<file path="src/rtl/gpio_apb_ctrl.sv">
// rtl/gpio_apb_ctrl.sv - APB3 GPIO controller: byte-strobed OUT, debounced IN, rising-edge IRQ, hex 7-seg driver
// Optional build macro: GPIO_SEG_SCAN_EN selects multiplexed (scanned) 7-seg drive; static drive otherwise.
module gpio_apb_ctrl #(
  parameter int NGPIO    = 16,
  parameter int NDIGIT   = 8,
  parameter int DB_DIV   = 1000,
  parameter int SCAN_DIV = 5000
) (
  input  logic                  clock,
  input  logic                  reset,
  input  logic [31:0]           in_paddr,
  input  logic                  in_psel,
  input  logic                  in_penable,
  input  logic [2:0]            in_pprot,
  input  logic                  in_pwrite,
  input  logic [31:0]           in_pwdata,
  input  logic [3:0]            in_pstrb,
  output logic                  in_pready,
  output logic [31:0]           in_prdata,
  output logic                  in_pslverr,
  output logic [NGPIO-1:0]      gpio_out,
  input  logic [NGPIO-1:0]      gpio_in,
  output logic [NDIGIT*8-1:0]   gpio_seg,
  output logic [NDIGIT-1:0]     gpio_seg_an,
  output logic                  gpio_irq
);

  localparam int DBW = (DB_DIV > 2) ? $clog2(DB_DIV) : 1;

  logic [2:0]           addr;
  logic                 access;
  logic                 wr_en;
  logic [31:0]          wmask;
  logic                 unused_bits;

  logic [NGPIO-1:0]     out_q, out_d;
  logic [NDIGIT*4-1:0]  seg_q, seg_d;
  logic [NGPIO-1:0]     en_q, en_d;
  logic [NGPIO-1:0]     stat_q, stat_d;
  logic [NDIGIT-1:0]    blank_q, blank_d;
  logic [NGPIO-1:0]     clr;

  logic [NGPIO-1:0]     sync1_q, sync2_q;
  logic [NGPIO-1:0]     samp_q, samp_d;
  logic [NGPIO-1:0]     in_q, in_d, in_prev_q;
  logic [NGPIO-1:0]     agree;
  logic [DBW-1:0]       db_cnt_q;
  logic                 tick;
  logic                 irq_q;

  logic [NDIGIT*8-1:0]  pat;

  // Upper address bits and protection attributes carry no meaning here.
  assign unused_bits = ^{in_pprot, in_paddr[31:5], in_paddr[1:0]};

  assign addr       = in_paddr[4:2];
  assign access     = in_psel & in_penable;
  assign in_pready  = 1'b1;
  assign in_pslverr = access & ((addr > 3'd5) | (in_pwrite & (addr == 3'd1)));
  assign wr_en      = access & in_pwrite & ~in_pslverr;
  assign wmask      = {{8{in_pstrb[3]}}, {8{in_pstrb[2]}}, {8{in_pstrb[1]}}, {8{in_pstrb[0]}}};

  // Register file next-state: byte-merged writes, W1C with set taking priority.
  always_comb begin
    out_d   = out_q;
    seg_d   = seg_q;
    en_d    = en_q;
    blank_d = blank_q;
    clr     = '0;
    if (wr_en) begin
      case (addr)
        3'd0: out_d   = (out_q & ~wmask[NGPIO-1:0]) | (in_pwdata[NGPIO-1:0] & wmask[NGPIO-1:0]);
        3'd2: seg_d   = (seg_q & ~wmask[NDIGIT*4-1:0]) | (in_pwdata[NDIGIT*4-1:0] & wmask[NDIGIT*4-1:0]);
        3'd3: en_d    = (en_q & ~wmask[NGPIO-1:0]) | (in_pwdata[NGPIO-1:0] & wmask[NGPIO-1:0]);
        3'd4: clr     = in_pwdata[NGPIO-1:0] & wmask[NGPIO-1:0];
        3'd5: blank_d = (blank_q & ~wmask[NDIGIT-1:0]) | (in_pwdata[NDIGIT-1:0] & wmask[NDIGIT-1:0]);
        default: ;
      endcase
    end
    stat_d = (stat_q & ~clr) | (in_q & ~in_prev_q);
  end

  // Debounce: IN only follows the synced input once two consecutive tick samples agree.
  always_comb begin
    tick   = (db_cnt_q == DBW'(DB_DIV - 1));
    agree  = ~(sync2_q ^ samp_q);
    samp_d = tick ? sync2_q : samp_q;
    in_d   = tick ? ((in_q & ~agree) | (sync2_q & agree)) : in_q;
  end

  // All state: registers, synchroniser, debounce counter and registered interrupt.
  always_ff @(posedge clock) begin
    if (reset) begin
      out_q     <= '0;
      seg_q     <= '0;
      en_q      <= '0;
      stat_q    <= '0;
      blank_q   <= '0;
      sync1_q   <= '0;
      sync2_q   <= '0;
      samp_q    <= '0;
      in_q      <= '0;
      in_prev_q <= '0;
      db_cnt_q  <= '0;
      irq_q     <= 1'b0;
    end else begin
      out_q     <= out_d;
      seg_q     <= seg_d;
      en_q      <= en_d;
      stat_q    <= stat_d;
      blank_q   <= blank_d;
      sync1_q   <= gpio_in;
      sync2_q   <= sync1_q;
      samp_q    <= samp_d;
      in_q      <= in_d;
      in_prev_q <= in_q;
      db_cnt_q  <= tick ? '0 : db_cnt_q + 1'b1;
      irq_q     <= |(stat_q & en_q);
    end
  end

  assign gpio_out = out_q;
  assign gpio_irq = irq_q;

  // Read mux is purely address-decoded; unused bits and holes read zero.
  always_comb begin
    case (addr)
      3'd0:    in_prdata = 32'(out_q);
      3'd1:    in_prdata = 32'(in_q);
      3'd2:    in_prdata = 32'(seg_q);
      3'd3:    in_prdata = 32'(en_q);
      3'd4:    in_prdata = 32'(stat_q);
      3'd5:    in_prdata = 32'(blank_q);
      default: in_prdata = 32'h0;
    endcase
  end

  function automatic logic [7:0] seg_decode(input logic [3:0] n);
    logic [7:0] on;
    case (n)
      4'h0: on = 8'hFC;  4'h1: on = 8'h60;  4'h2: on = 8'hDA;  4'h3: on = 8'hF2;
      4'h4: on = 8'h66;  4'h5: on = 8'hB6;  4'h6: on = 8'hBE;  4'h7: on = 8'hE0;
      4'h8: on = 8'hFE;  4'h9: on = 8'hF6;  4'hA: on = 8'hEE;  4'hB: on = 8'h3E;
      4'hC: on = 8'h9C;  4'hD: on = 8'h7A;  4'hE: on = 8'h9E;  default: on = 8'h8E;
    endcase
    return ~on;
  endfunction

  // Per-digit active-low segment pattern, blanking forces all segments off.
  always_comb begin
    for (int i = 0; i < NDIGIT; i++) begin
      pat[i*8 +: 8] = blank_q[i] ? 8'hFF : seg_decode(seg_q[i*4 +: 4]);
    end
  end

`ifdef GPIO_SEG_SCAN_EN
  localparam int SW = (SCAN_DIV > 2) ? $clog2(SCAN_DIV) : 1;
  localparam int DW = (NDIGIT > 1) ? $clog2(NDIGIT) : 1;

  logic [SW-1:0] scan_cnt_q;
  logic [DW-1:0] dig_q;

  // Scan position advances every SCAN_DIV cycles and wraps after the last digit.
  always_ff @(posedge clock) begin
    if (reset) begin
      scan_cnt_q <= '0;
      dig_q      <= '0;
    end else if (scan_cnt_q == SW'(SCAN_DIV - 1)) begin
      scan_cnt_q <= '0;
      dig_q      <= (dig_q == DW'(NDIGIT - 1)) ? '0 : dig_q + 1'b1;
    end else begin
      scan_cnt_q <= scan_cnt_q + 1'b1;
    end
  end

  // Only the selected digit is lit; a blanked digit still owns its slot.
  always_comb begin
    gpio_seg    = '1;
    gpio_seg_an = '1;
    for (int i = 0; i < NDIGIT; i++) begin
      if (DW'(i) == dig_q) begin
        gpio_seg[i*8 +: 8] = pat[i*8 +: 8];
        gpio_seg_an[i]     = 1'b0;
      end
    end
  end
`else
  assign gpio_seg    = pat;
  assign gpio_seg_an = '0;
`endif

endmodule

</file>
<file path="config.mk">
export PLATFORM = sky130hd
export DESIGN_NAME = gpio_apb_ctrl
export DESIGN_NICKNAME = d
export VERILOG_FILES = /design/src/rtl/gpio_apb_ctrl.sv
export SDC_FILE = /design/constraint.sdc
export NUM_CORES = 1
export LEC_CHECK = 0
export BUFFER_PORTS_ARGS = -buffer_cell sky130_fd_sc_hd__clkbuf_2
export CAP_MARGIN = 0
export CORE_MARGIN = 1.5
export CORE_UTILIZATION = 51
export CTS_CLUSTER_DIAMETER = 50
export DETAILED_ROUTE_END_ITERATION = 12
export PLACE_DENSITY = 0.77
export SLEW_MARGIN = 30
export SYNTH_ARGS = -nofsm -noshare
export SYNTH_HDL_FRONTEND = slang
export SYNTH_SLANG_ARGS = --single-unit
</file>
<file path="constraint.sdc">
create_clock -name clock -period 3.35 [get_ports clock]
set_input_delay 0.8375 -clock clock [delete_from_list [all_inputs] [get_ports clock]]
set_output_delay 0.8375 -clock clock [all_outputs]
set_load 0.005 [all_outputs]
</file>
==> impl_results.md, run 1 <==
- Status: complete, no violations
- Kind of end point of the critical path: primary output
- Final Cycle Share: 0.941
- Post-synthesis instance total: 1,312
- Area Growth Syn to Fin: 18.8%
- Yosys cell types: 81
- Placer Congestion: 0.909
- Slew Viols, Final: 0
- HPWL Detailed: 21.9 mm
- CP delay by family, top: buffers and inverters
- DRC: 0
- Leak: 0.00571 uW
- Clock transition at path regs: 60 ps
- Die height: 154 um
- Slowest stage delay, CP: 360 ps
- Hold depth: 1
- VDD IR max: 402 uV
- Slew headroom: 0.442
- CTS H-Tree Depth: 1
- Initial antenna violation count: 1
- Gr usage total: 0.249
- RSZ-0062 raised after global routing: false
- Reg2reg end: db_cnt_q[8]
- Syn Area/Cell: 8.88 um^2
- Top Ports: 215
- Routed WL: 30.2 mm
- Maximum clock frequency: 0.317 GHz
- Final-stage net count: 1,641
- Hold Startpoint: sync1_q[6]
- Post-CTS sizing: 0
- Kind of critical path: in -> out
- Final setup violating endpoints: 0
- Post-CTS setup buffers: 0
- Worst min path class: reg -> reg
- CTS Root Cell: clkbuf_16
- Site Rows: 55
- Hold Buf Count CTS: 0
- Register bit total from synthesis: 235
- Via count: 10,200
- Sequential-to-total area share from yosys stat: 0.404
- CP required: 2510 ps
- Skew-Pair Late Insertion Delay: 540 ps
- Final min period: 3150 ps
- Routed Antenna Nets: 0
- Worst-margin pin slew: 831 ps
- Aggregate global routing overflow: 0
- CP max stage cell: mux2_2
- Port-buffer cells: 165
- Die ar.: 23,800 um^2
- Drt pass-1 iters: 5
- Synth warn: 0
- Crit-path max FO: 16
- Layout cells sized above 1: 0.219
- 1st-iter DRT viols: 843
- Initial core utilization: 0.518
- Final setup margin: 197 ps
- Crit path buf inv count: 4
- CTS tree: built
- Min-Delay Endpoint: sync2_q[6]
- Core Region: 22,500 um^2
- Critical path arrival: 2320 ps
- EDFF count, synth: 0
- Max-Cap Viols: 0
- Final hold slack: 435 ps
- Via density: 5.67
- First-pass GRT wire length: 48.5 mm
- Reg-to-reg startpoint: db_cnt_q[0]
- R2R Setup Slk: 990 ps
- Clock Skews: 17.4 ps
- Worst reg-to-reg path cell count: 5
- Largest net degree at the start of global routing: 73
- Final Hold Viols: 0
- Pre-CTS setup slack: -46.7 ps
- CTS Buf Count: 27
- Layout fillers: 1,935
- Most used DFF post-synth: dfxtp_1
- Vias in the first global route: 9,672
- Ys async rst share: 0
- Startpoint Class: primary input
- DR WL/cell: 16.8 um
- Die width: 154 um
- Cell Area, Synth: 11,600 um^2
- Crit-path cells: clkbuf_2 -> buf_4 -> buf_4 -> mux2_2 -> a22oi_1 -> o22ai_1 -> clkbuf_2
- Longest Clk Path Bufs: 3
- Clock sinks: 235
- Power density cells: 434 nW/um^2
## synthesized netlist by cell type (5+ instances only)
cell type,instances,share of area
mux4_2,6,0.012
a22oi_1,31,0.020
a21o_1,5,0.0032
and3_1,10,0.0054
and2_1,17,0.0091
xor2_1,5,0.0038
o22ai_1,13,0.0070
nor3_1,21,0.0090
mux2i_1,46,0.040
buf_2,10,0.0043
o21ai_0,53,0.023
a2bb2oi_1,5,0.0038
a311o_1,5,0.0043
nand3_1,27,0.012
o21ai_1,6,0.0026
nand2_1,82,0.026
nor2_1,81,0.026
a22o_1,5,0.0038
nand2b_1,92,0.049
dfxtp_1,235,0.40
nand4_1,17,0.0091
a221oi_1,7,0.0053
buf_4,19,0.012
xnor2_1,5,0.0038
o31ai_1,6,0.0039
a31oi_1,9,0.0048
clkbuf_1,47,0.015
mux2_2,25,0.024
a21oi_1,141,0.061
nor2b_1,71,0.038
ha_1,57,0.061
buf_1,9,0.0029
inv_1,50,0.016
nor4_1,9,0.0048
o311ai_1,5,0.0038
## metal layers
layer	global-route usage	up-vias	wire length, um
li1	-	4936	-
met1	0.321	4822	13000
met2	0.417	360	14300
met3	0.0462	78	1900
met4	0.0934	0	983
met5	0	-	0
## placed cells by master, fill, tap and decap left out, types with 6 or more instances in the layout
master and n:
a31oi_1 9, a221oi_1 7, nor2_1 81, and3_1 10, nand4_1 17, nand2_1 82
nand3_1 27, clkbuf_2 164, o21ai_0 53, mux2_2 25, nor4_1 8, a22oi_1 31
o21ai_1 6, a21oi_1 141, and2_1 17, mux2i_1 46, o31ai_1 6, nand2b_1 92
nor2b_1 71, inv_1 50, clkbuf_16 27, dfxtp_1 235, mux4_2 6, conb_1 17
buf_4 56, clkinv_2 7, ha_1 57, nor3_1 21, o22ai_1 13
## layout make-up
class,instances,area (um^2),area share
clock buffers,36,759,0.0549
repair buffers,225,1330,0.0963
diodes,1,2.50,0.000181
flip-flops and latches,235,4700,0.340
multi-input cells,948,6360,0.460
well taps,285,357,0.0258
clock inverters,14,115,0.00832
inverters,55,206,0.0149
## worst max-delay path by stage
stage | cells past startpoint | to | slack [ps] | startpoint
6_report | 7 | in_prdata[4] | 200 | in_paddr[2]
5_1_grt | 6 | in_prdata[13] | 120 | in_paddr[3]
4_1_cts | 7 | in_prdata[4] | 240 | in_paddr[2]
3_5_place_dp | 10 | flip-flop | -50 | in_paddr[4]
3_3_place_gp | 10 | flip-flop | 30 | in_paddr[4]
2_1_floorplan | 11 | flip-flop | 160 | in_paddr[3]
## through the flow
step	std cells	total power (uW)	utilization	setup TNS [ps]	instance area (um^2)
global route	1799	6200	0.615	0	13800
detailed placement	1748	3210	0.576	-46.7	13000
CTS	1798	6040	0.615	0	13800
floorplan	1327	3080	-	0	11700
global placement	1748	3200	0.576	0	13000
finish	1799	6000	0.615	0	13800
## cell families after synthesis
kind of cell | count (synthesis) | synth area share
flops | 235 | 0.404
fa+ha+maj | 57 | 0.0612
simple gates | 458 | 0.215
compound gates | 327 | 0.176
xor+xnor | 10 | 0.00752
other cells | 2 | 0.000645
mux | 79 | 0.0792
buf+inv | 144 | 0.0562
## power by group
part	total (uW)	switching (uW)	internal, uW
sequential	2840	15.1	2820
combinational	312	202	110
clock	2850	1170	1680
Power figures use the tool's default switching activity.
==> run 2, diff against run 1 <==
ABC_AREA = 1   (was default)
CORE_UTILIZATION = 50   (was 51)
PLACE_DENSITY = 0.76   (was 0.77)
clock period = 2.7 ns   (was 3.35 ns; I/O delays follow)
==> impl_results.md, run 2 <==
- Multi-input gate area: 5380 um^2
- Die height: 152 um
- Leak: 0.00644 uW
- TNS Setup: 0 ps
- Ys async rst share: 0
- CP required: 2030 ps
- Worst reg-to-reg path cell count: 9
- CP max stage cell: nor2_1
- Crit path buf inv count: 4
- Final Hold Viols: 0
- Crit-path cells: clkbuf_2 -> inv_2 -> nand2_1 -> nor2_1 -> inv_1 -> nor2_1 -> a221oi_1 -> o211ai_1 -> clkbuf_2
- First-pass GRT wire length: 44.9 mm
- Clock transition at path regs: 60 ps
- Final-stage net count: 1,830
- Min-Delay Endpoint: sync1_q[4]
- Site Rows: 54
- Register area: 4700 um^2
- Simple-Gate Fraction of Synth Area: 0.270
- Syn Area/Cell: 7.36 um^2
- Compound-Gate Fraction of Synth Area: 0.141
- Yosys cell types: 46
- Post-synthesis instance total: 1,511
- Post-synthesis xor/xnor area fraction: 0.00236
- Aggregate global routing overflow: 0
- DRC: 0
- Routed WL: 27.1 mm
- Synth top area cells: dfxtp_1 (42%), nand2_1 (13%), ha_1 (6.4%)
- CTS H-Tree Depth: 1
- Most used DFF post-synth: dfxtp_1
- VDD IR max: 534 uV
- Routed Antenna Nets: 0
- Initial core utilization: 0.510
- Skew-Pair Late Insertion Delay: 540 ps
- Core Region: 21,800 um^2
- Commonest non-fill, non-tap cell in the layout: nand2_1
- Largest net degree at the start of global routing: 91
- CTS Buf Count: 27
- Final min period: 2600 ps
- Kind of end point of the critical path: primary output
- Largest family of logic cells by synthesized area: simple AND/OR/NAND/NOR gates
- Cell Area, Synth: 11,100 um^2
- Diodes inserted: 0
- CTS tree: built
- Met2 usage: 0.389
- Worst-margin pin slew: 903 ps
- Top Ports: 215
- Port-buffer cells: 165
- Hold Startpoint: gpio_in[4]
- Final Cycle Share: 0.964
- Crit-path max FO: 4
- Final hold slack: 318 ps
- Vias in the first global route: 9,539
- Gr usage total: 0.230
- DR WL/cell: 13.7 um
- Reg-to-reg startpoint: seg_q[20]
- Library cell with the largest summed area after synthesis: dfxtp_1
- Final core occ: 0.602
- Area Growth Syn to Fin: 18.1%
- Via density: 5.14
- GR Util met1: 0.301
- Slew Viols, Final: 0
- R2R Setup Slk: 950 ps
- Kind of critical path: in -> out
- Synth warn: 0
- Hold depth: 3
- Die ar.: 23,100 um^2
- Worst min path class: in -> reg
- Initial antenna violation count: 0
- Top cells by count, synth: nand2_1 (398), dfxtp_1 (235), inv_1 (171), nor2_1 (134), nand3_1 (110)
- Startpoint Class: primary input
- Busiest grt layer: met2
- Clock sinks: 235
- HPWL Detailed: 20.0 mm
- Post-synthesis mux area share: 0
- RSZ-0062 raised after global routing: false
- Layout cells sized above 1: 0.175
- Hold Buf Count CTS: 0
- Critical path arrival: 1930 ps
- Placer Congestion: 0.934
- Status: complete, no violations
- Slew headroom: 0.398
- Die width: 152 um
- Drt pass-1 iters: 5
- Adder-Cell Fraction of Synth Area: 0.0641
- Layout fillers: 2,006
- CTS Root Cell: clkbuf_16
- Power density cells: 568 nW/um^2
- CP delay by family, top: buffers and inverters
- 1st-iter DRT viols: 717
- Max-Cap Viols: 0
- Register bit total from synthesis: 235
- Sequential-to-total area share from yosys stat: 0.423
- Clock Skews: 15.4 ps
- Maximum clock frequency: 0.384 GHz
- Final setup violating endpoints: 0
- GRT met3 Usage: 0.0344
- EDFF count, synth: 0
- Count leader, synth: nand2_1
- Longest Clk Path Bufs: 3
- CP startpoint: in_paddr[3]
- Synth top area share: 0.423
- Total power draw: 7460 uW
- Slowest stage delay, CP: 250 ps
- Via count: 10,200
- Leading cell types in the layout, fill and taps excluded: nand2_1 (398), dfxtp_1 (235), inv_1 (170)
[run 2: cell types whose count changed after synthesis, moves of 53 or more]
cell	change
inv_1	+121
nor2b_1	-71
nor2_1	+53
a21oi_1	-71
o21ai_0	+56
nand2_1	+316
nand2b_1	-92
nand3_1	+83
[run 2: logic make-up after synthesis]
family / count (synthesis)
other: 2
AND/OR/NAND/NOR: 695
AO/OA/AOI/OAI: 260
flip-flops: 235
XOR/XNOR: 3
adder cells (fa/ha/maj): 57
buffers and inverters: 259
[run 2: worst max path at each step]
stage / to / slack (ps) / cells after the start
floorplan: flip-flop / 340 / 13
global placement: in_prdata[10] / 110 / 10
detailed placement: in_prdata[10] / 110 / 10
CTS: in_prdata[10] / 110 / 10
global route: in_prdata[4] / 30 / 9
finish: in_prdata[4] / 100 / 9
[run 2: final cells by class]
class	count	area share
clock inverters	11	0.0100
repair buffers	194	0.0823
clock buffers	38	0.0584
well taps	280	0.0267
flip-flops and latches	235	0.358
inverters	191	0.0548
multi-input cells	1032	0.410
[run 2: timing repair]
action                     4_1_cts  5_1_grt
resized for setup                0        2
buffers inserted                 0        0
setup endpoints to repair        0        2
[run 2: layer usage]
layer | share of wire | wire [um] | vias up
li1 | - | - | 5137
met1 | 0.44 | 11900 | 4612
met2 | 0.46 | 12600 | 380
met3 | 0.070 | 1900 | 52
met4 | 0.029 | 777 | 0
met5 | 0 | 0 | -
[run 2: power by group]
| part | switching [uW] | internal, uW |
|---|---|---|
| Combinational | 233 | 107 |
| Sequential | 13.9 | 3510 |
| Clock | 1420 | 2180 |
[run 2: stage by stage]
stage | instances | instance area, um^2 | setup slack, ps
after floorplan | 1526 | 11200 | 341
after global placement | 1932 | 12200 | 106
after detailed placement | 1932 | 12200 | 113
after CTS | 1981 | 13100 | 106
after global routing | 1981 | 13100 | 27.0
final | 1981 | 13100 | 98.0
[run 2: worst reg2reg max path, stage by stage (launching register included)]
cell	delay, ps
dfxtp_1	330
inv_1	60
nor2_1	80
a21oi_1	50
o21ai_0	240
nand2_1	190
inv_1	160
ha_1	260
o21ai_0	190
nand2_1	70
